[src/rtl/dac_ramp.sv]
// dac_ramp: slew-limited DAC code generator.
// Accepts a target code over a valid/ready handshake. It then walks data_dac
// toward that target in steps of at most `step`, or jumps straight to it when
// ramp_en=0. Updates are spaced so that each SPI frame finishes before the
// next code change.
//
// Ports:
//   clk, rst_n   clock (rising edge), asynchronous active-low reset
//   tgt_valid    new target offered
//   tgt_ready    high in IDLE: a target can be accepted this cycle
//   tgt_data     target DAC code (unsigned)
//   step         maximum code change per update (0 is treated as 1)
//   ramp_en      1 = slew-limited ramp, 0 = single jump to target
//   data_dac     registered DAC code
//   busy         high while ramping
//   done         one-cycle pulse when data_dac reaches the accepted target
module dac_ramp #(
  parameter int DW           = 14,
  parameter int UPD_INTERVAL = 512
) (
  input  logic          clk,
  input  logic          rst_n,
  input  logic          tgt_valid,
  output logic          tgt_ready,
  input  logic [DW-1:0] tgt_data,
  input  logic [DW-1:0] step,
  input  logic          ramp_en,
  output logic [DW-1:0] data_dac,
  output logic          busy,
  output logic          done
);

  localparam int            GW      = $clog2(UPD_INTERVAL + 1);
  localparam logic [GW-1:0] GAP_MAX = GW'(UPD_INTERVAL);

  typedef enum logic {IDLE, RAMP} state_e;

  state_e        state_q, state_d;
  logic [DW-1:0] data_q, data_d;
  logic [DW-1:0] tgt_q, tgt_d;
  logic [GW-1:0] gap_q, gap_d;
  logic          done_q, done_d;

  logic          hs, gap_ok;
  logic [DW:0]   diff, eff_step;

  always_comb begin
    hs       = tgt_valid && (state_q == IDLE);
    gap_ok   = (gap_q == GAP_MAX);
    // One extra bit so the magnitude and the step compare cleanly at full scale.
    diff     = (tgt_q >= data_q) ? ({1'b0, tgt_q} - {1'b0, data_q})
                                 : ({1'b0, data_q} - {1'b0, tgt_q});
    eff_step = (step == '0) ? (DW+1)'(1) : {1'b0, step};

    state_d = state_q;
    data_d  = data_q;
    tgt_d   = tgt_q;
    done_d  = 1'b0;

    case (state_q)
      IDLE: begin
        // Accepting a target only arms the ramp. The first step waits for the
        // next edge, even if the gap counter is already saturated.
        if (hs) begin
          tgt_d = tgt_data;
          if (tgt_data == data_q) done_d  = 1'b1;
          else                    state_d = RAMP;
        end
      end
      RAMP: begin
        if (gap_ok) begin
          if (!ramp_en || (diff <= eff_step)) begin
            data_d  = tgt_q;
            state_d = IDLE;
            done_d  = 1'b1;
          end else if (tgt_q > data_q) begin
            data_d = data_q + eff_step[DW-1:0];
          end else begin
            data_d = data_q - eff_step[DW-1:0];
          end
        end
      end
      default: state_d = IDLE;
    endcase

    // The gap counter restarts on the cycle data_dac changes. It then counts
    // up to UPD_INTERVAL and holds there, so changes are spaced by at least
    // UPD_INTERVAL+1 edges.
    if (data_d != data_q) gap_d = '0;
    else if (!gap_ok)     gap_d = gap_q + GW'(1);
    else                  gap_d = gap_q;
  end

  always_ff @(posedge clk or negedge rst_n) begin
    if (!rst_n) begin
      state_q <= IDLE;
      data_q  <= '0;
      tgt_q   <= '0;
      gap_q   <= GAP_MAX;
      done_q  <= 1'b0;
    end else begin
      state_q <= state_d;
      data_q  <= data_d;
      tgt_q   <= tgt_d;
      gap_q   <= gap_d;
      done_q  <= done_d;
    end
  end

  assign tgt_ready = (state_q == IDLE);
  assign busy      = (state_q == RAMP);
  assign data_dac  = data_q;
  assign done      = done_q;

endmodule

[config.mk]
export PLATFORM = sky130hd
export DESIGN_NAME = dac_ramp
export DESIGN_NICKNAME = d
export VERILOG_FILES = /design/src/rtl/dac_ramp.sv
export SDC_FILE = /design/constraint.sdc
export NUM_CORES = 1
export LEC_CHECK = 0
export CAP_MARGIN = 15
export CORE_MARGIN = 5
export CORE_UTILIZATION = 48
export DETAILED_ROUTE_END_ITERATION = 10
export GPL_TIMING_DRIVEN = 0
export MAX_ROUTING_LAYER = met4
export PLACE_DENSITY = 0.77
export SYNTH_ARGS = -nofsm -noshare
export SYNTH_HDL_FRONTEND = slang
export SYNTH_SLANG_ARGS = --single-unit
[constraint.sdc]
create_clock -name clk -period 6.25 [get_ports clk]
set_clock_uncertainty 0.2 [all_clocks]
set_input_delay 1.875 -clock clk [delete_from_list [all_inputs] [get_ports clk]]
set_output_delay 1.875 -clock clk [all_outputs]
set_load 0.02 [all_outputs]
; ---- Word level (Yosys, flattened, before mapping)
; Index checks and enable logic that the tools add are counted.
[word_totals]
ff_bits = 40
inputBits = 32
out_inout_bits = 17
elab_cells = 41
[classes]
n_addsub = 5
n_lt_le_gt_ge = 3
n_eq_ne = 4
mux = 18
bitwise_logic = 1
n_reduce_logical = 5
[op_table]
columns = operator, count
row1 = two-way mux 14 bit, 5
row2 = subtractor 14 x 14 -> 15 bit, 2
row3 = two-way mux 10 bit, 2
row4 = <= comparator 15 x 14 -> 1 bit, 1
row5 = two-way mux 15 bit, 1
row6 = adder 14 bit, 1
row7 = equality test 14 bit, 1
row8 = greater-or-equal comparator 14 bit, 1
row9 = greater-than comparator 14 bit, 1
row10 = logical NOT 14 bit, 1
row11 = inequality test 14 bit, 1
row12 = subtractor 14 bit, 1
row13 = "adder 10 x 1 -> 10 bit, second input constant", 1
row14 = "equality test 10 bit, second input constant", 1
row15 = two-way mux 1 bit, 8
row16 = one-hot mux 1 bit (2 select lines), 2
row17 = "inequality test 2 x 1 -> 1 bit, second input constant", 1
row18 = AND reduction 2 bit, 1
row19 = logical AND 1 bit, 1
row20 = logical NOT 1 bit, 1
row21 = logical OR 1 bit, 1
row22 = inverter 1 bit, 1

; ---- Depth between registers and ports, before layout
[logic_depth]
depth_word = 9
ltp_mapped = 26

; ---- Least setup slack after synthesis
; OpenSTA, ideal clock, no wires.
[synth_timing]
path_kind = reg-to-reg
start = reg data_q[13] (netlist: data_dac[13])
end = reg gap_q[0]
setup_time_ns = 0.083
arrival_time_ns = 5.530
t_required_ns = 5.967
path_slack_ns = 0.437
stages_incl_launch_ff = 25
path_buffers = 5
period_less_slack_ns = 5.813
cell_sequence = dfrtp_1 > clkbuf_1 > inv_1 > ha_1 > inv_1 > a2111o_1 > o21ai_4 > buf_1 > clkbuf_1 > mux2i_1 > o21ai_0 > xor2_1 > ha_1 > a21oi_1 > nand2_1 > a221o_1 > o221ai_1 > or2_2 > clkbuf_1 > a21oi_2 > buf_6 > mux2i_4 > xnor2_1 > or4_1 > o22ai_1
[synth_between]
elab_chain_len = 9
elab_cells_between_ends = 16
cone_classes = add/sub: 4 / order compare: 3 / eq/ne: 2 / mux: 6 / reduce/logical: 1
[synth_lines]
columns = element, line_no
row1 = start: declaration, 39  ; logic [DW-1:0] data_q, data_d;
row2 = start signal: assignment, 103  ; data_q <= data_d;
row3 = "subtractor 14 x 14 -> 15 bit, or another cell as far along", 52  ; : ({1'b0, data_q} - {1'b0, tgt_q});
row4 = two-way mux 15 bit, 51  ; diff = (tgt_q >= data_q) ? ({1'b0, tgt_q} - {1'b0, data_q})
row5 = <= comparator 15 x 14 -> 1 bit, 72  ; if (!ramp_en || (diff <= eff_step)) begin
row6 = logical OR 1 bit, 72
row7 = two-way mux 14 bit, 72
row8 = two-way mux 14 bit, 71  ; if (gap_ok) begin
row9 = two-way mux 14 bit, 60  ; case (state_q)
row10 = inequality test 14 bit (*), 89  ; if (data_d != data_q) gap_d = '0;
row11 = inequality test 2 x 1 -> 1 bit (no line) or two-way mux 10 bit (tied branches), n/a
row12 = end signal: assignment, 105  ; gap_q <= gap_d;
row13 = end: declaration, 41  ; logic [GW-1:0] gap_q, gap_d;
; Every way passes the cells marked *; elsewhere a longest branch is shown, timed or not.
; A chain may end at the register's enable or synchronous reset.

; ---- Worst setup path after layout
[layout_timing]
start = in step[9]
end = reg gap_q[0]
[layout_between]
elab_chain_len = 9
elab_cells_between_ends = 13
cone_classes = add/sub: 2 / order compare: 1 / eq/ne: 2 / mux: 6 / reduce/logical: 2
[layout_lines]
columns = element, line_no
row1 = start: declaration, 26  ; input logic [DW-1:0] step,
row2 = logical NOT 14 bit, 53  ; eff_step = (step == '0) ? (DW+1)'(1) : {1'b0, step};
row3 = two-way mux 14 bit (*), 53
row4 = "subtractor 14 bit, or another cell as far along", 79  ; data_d = data_q - eff_step[DW-1:0];
row5 = two-way mux 14 bit or logical OR 1 bit (tied branches), "76, 72"
row6 = two-way mux 14 bit (*), 72
row7 = two-way mux 14 bit (*), 71
row8 = two-way mux 14 bit (*), 60
row9 = inequality test 14 bit (*), 89
row10 = inequality test 2 x 1 -> 1 bit (no line) or two-way mux 10 bit (tied branches), n/a
; Marks and branches as above.

==> impl_metrics.csv <==
group,metric,value,unit
sta,finalSetupTns,0,ps
worst_setup_path,critPathMaxFanout,3,
min_path,hold_depth,1,
die,pin_count,49,
final_layout,drive_gt1_share,15.7,%
grt,gr-usage-all-layers,25.1,%
sta,worst_slack,147,ps
die,core_area,0.0103,sq mm
worst_setup_path,cp_cell_sequence,"dlygate4sd2_1 -> inv_2 -> nand3_2 -> or3_4 -> nor2_4 -> a21oi_2 -> buf_4 -> buf_4 -> inv_2 -> ha_2 -> inv_1 -> fa_2 -> a211oi_4 -> o21ai_2 -> a2111oi_4 -> o31ai_1 -> a21oi_1 -> xnor2_2 -> mux2i_4 -> xnor2_2 -> or4_1 -> o22ai_1",
run,max_cap_viol_count,0,
clock_network,cts_max_level,2,
yosys,yosysSeqAreaShare,19.9,%
die,die_y,113,um
yosys,yosysTopAreaCell,"dfrtp_1",
min_path,hold_path_end,"gap_q[8]",
grt,grt_pass1_vias,4867,
yosys,synth_top_area_share,19.3,%
sta,fin_crit,6100,ps
yosys,ys_warn_count,0,
worst_setup_path,reg2regPathDepth,24,
die,rows,37,
detailed_routing,wl_per_cell,19.4,um
final_layout,area_growth,21.2,%
die,start_util,49.1,%
sta,drv_slew,0,
detailed_routing,via_count,5155,
worst_setup_path,start_kind,"input pin",
yosys,synth_area,0.00505,sq mm
yosys,synth_commonest_cells,"58 x ha_1, 52 x inv_1, 49 x o21ai_0",
final_layout,nets,792,
detailed_routing,routed_via_density,6.17,
placement,hpwl,12800,um
yosys,synth_enable_flop_cells,0,
min_path,hold_path_class,"reg2reg",
clock_network,cts_sinks,40,
power_and_ir_drop,powerDensity,229,mW/mm^2
clock_network,cts_root_buf,"clkbuf_8",
placement,io_buffers,48,
worst_setup_path,crit_type,"in2reg",
yosys,synth_flop_cell,"dfrtp_1",
clock_network,clock_latency,300,ps
sta,worst_pin_slew,903,ps
yosys,synth_nets,723,
worst_setup_path,critPathSlowestCell,"or4_1",
sta,timing.fmax,164,MHz
power_and_ir_drop,ir_worst_vdd,137,uV
worst_setup_path,reg2reg_from,"data_dac[11]",
yosys,yosys.cell_count.top_type,"ha_1",
yosys,syn_inst,630,
power_and_ir_drop,power,0.00140,W
grt,grt_max_degree,41,
yosys,ys_types,71,
worst_setup_path,critical_path.max_stage_delay,500,ps
sta,hold_viol,0,
yosys,ys_ff_latch,40,
worst_setup_path,regToRegSetupSlack,280,ps
placement,gp_congestion,1.00,
final_layout,antenna_cells,0,
sta,period_share,97.6,%
power_and_ir_drop,leakage,2.72,nW
worst_setup_path,arrival,6130,ps
yosys,ys_top_cells_by_area,"dfrtp_1 19%, ha_1 14%, xnor2_1 6.8%",
outcome,status,"finished, final reports clean",
clock_network,clkTransAtPathRegs,80,ps
final_layout,final_core_util,59.5,%
sta,slew_headroom,39.8,%
clock_network,cts.path.max_buffers,2,
yosys,syn_area_per_cell,8.01,sq um
worst_setup_path,required,6280,ps
detailed_routing,drt_iter0_drc,434,
detailed_routing,wl,16200,um
clock_network,cts_made_buffers,5,
worst_setup_path,end_kind,"flip-flop",
grt,grt_first_pass_wirelength,25300,um
die,die_width,113,um
detailed_routing,drc,0,
die,dieArea,0.0127,sq mm
placement,dp_slack,-711,ps
yosys,async_flop_share,100,%
grt,antenna_found_initial,0,
sta,setup_viol,0,
clock_network,cts_tree,"done",
detailed_routing,dr.pass1.iters,6,
grt,grt.overflow.total,0,
worst_setup_path,r2r_end,"gap_q[0]",
detailed_routing,ant_nets,0,
min_path,hold_start,"gap_q[8]",
clock_network,hold_buffers,0,
==> worst max path at each step <==
| stage | to | depth (start not counted) | from |
|---|---|---|---|
| after floorplan | gap_q[0] | 24 | data_dac[13] |
| after global placement | gap_q[1] | 24 | data_dac[13] |
| after detailed placement | gap_q[1] | 25 | data_dac[11] |
| after CTS | gap_q[0] | 23 | step[10] |
| after global routing | gap_q[0] | 23 | step[9] |
| final | gap_q[0] | 22 | step[9] |
==> metrics by stage <==
step / area (sq um) / cells / hold slack [ps]
CTS: 5930 / 824 / 326
global route: 6120 / 836 / 348
finish: 6120 / 836 / 333
detailed placement: 5690 / 814 / 314
floorplan: 5050 / 630 / 267
global placement: 5700 / 814 / 300
==> sequential cells by signal (all words and copies together) (netlist names) <==
name      count
busy          1
tgt_q        14
gap_q        10
data_dac     14
done          1
==> power by group <==
group / switching [W] / internal [W] / total, W
Combinational: 0.000517 / 0.000371 / 0.000888
Sequential: 0.0000241 / 0.000273 / 0.000298
Clock: 0.0000975 / 0.000119 / 0.000216
==> metal layers <==
metal / wire, um / share of wire [%] / GRT usage (%) / vias up
li1: - / - / - / 2410
met1: 7200 / 44 / 33.9 / 2488
met2: 7580 / 47 / 39.8 / 217
met3: 999 / 6.2 / 3.18 / 40
met4: 447 / 2.8 / 6.81 / 0
met5: 0 / 0 / - / -
==> what timing repair did <==
action | 4_1_cts | 5_1_grt
gates resized for setup | 36 | 36
gates cloned | 0 | 0
buffers inserted | 4 | 12
setup endpoints to repair | 15 | 7
pin swaps | 9 | 19
==> cells in the final DEF (no fill, tap or decap), drive strengths merged, types with 4 or more instances in the layout <==
cell type / n
nand4: 18
o21ai: 53
a221oi: 6
a21o: 20
clkdlybuf4s50: 33
nor2b: 10
o22ai: 6
buf: 30
xor2: 19
xnor2: 39
clkbuf: 22
ha: 58
o211ai: 7
nand3: 14
a21oi: 50
dfrtp: 39
a211oi: 10
nor4: 5
or3: 6
inv: 56
mux2i: 18
o21a: 5
a31oi: 5
o32a: 4
dlymetal6s2s: 9
nand2: 41
nor3: 9
mux2: 5
and3: 4
nor2: 43
==> critical path: cells and delay by family <==
family | cells | cell delay, ps
AND/OR/NAND/NOR | 4 | 1060
XOR/XNOR | 2 | 370
multiplexers | 1 | 130
buffers and inverters | 6 | 760
AO/OA/AOI/OAI | 7 | 1340
adder cells (fa/ha/maj) | 2 | 590
==> layout make-up <==
type                            count  area, sq um
Clock buffer                        6         72.6
Clock inverter                      2         35.0
Tap cell                          136          170
Timing Repair Buffer               64          597
Multi-Input combinational cell    507         3890
Fill cell                         962         4160
Sequential cell                    40         1010
Inverter                           56          210
Buffer                             25          133
==> logic make-up after synthesis <==
kind of cell    count (synthesis)  share of synthesized area [%]
mux                            23                           5.01
buf+inv                        83                           6.82
xor+xnor                       58                           10.1
simple gates                  169                           17.1
fa+ha+maj                      61                           15.6
compound gates                196                           25.6
flops                          40                           19.9
No activity file was read; power rests on OpenSTA's default activity.
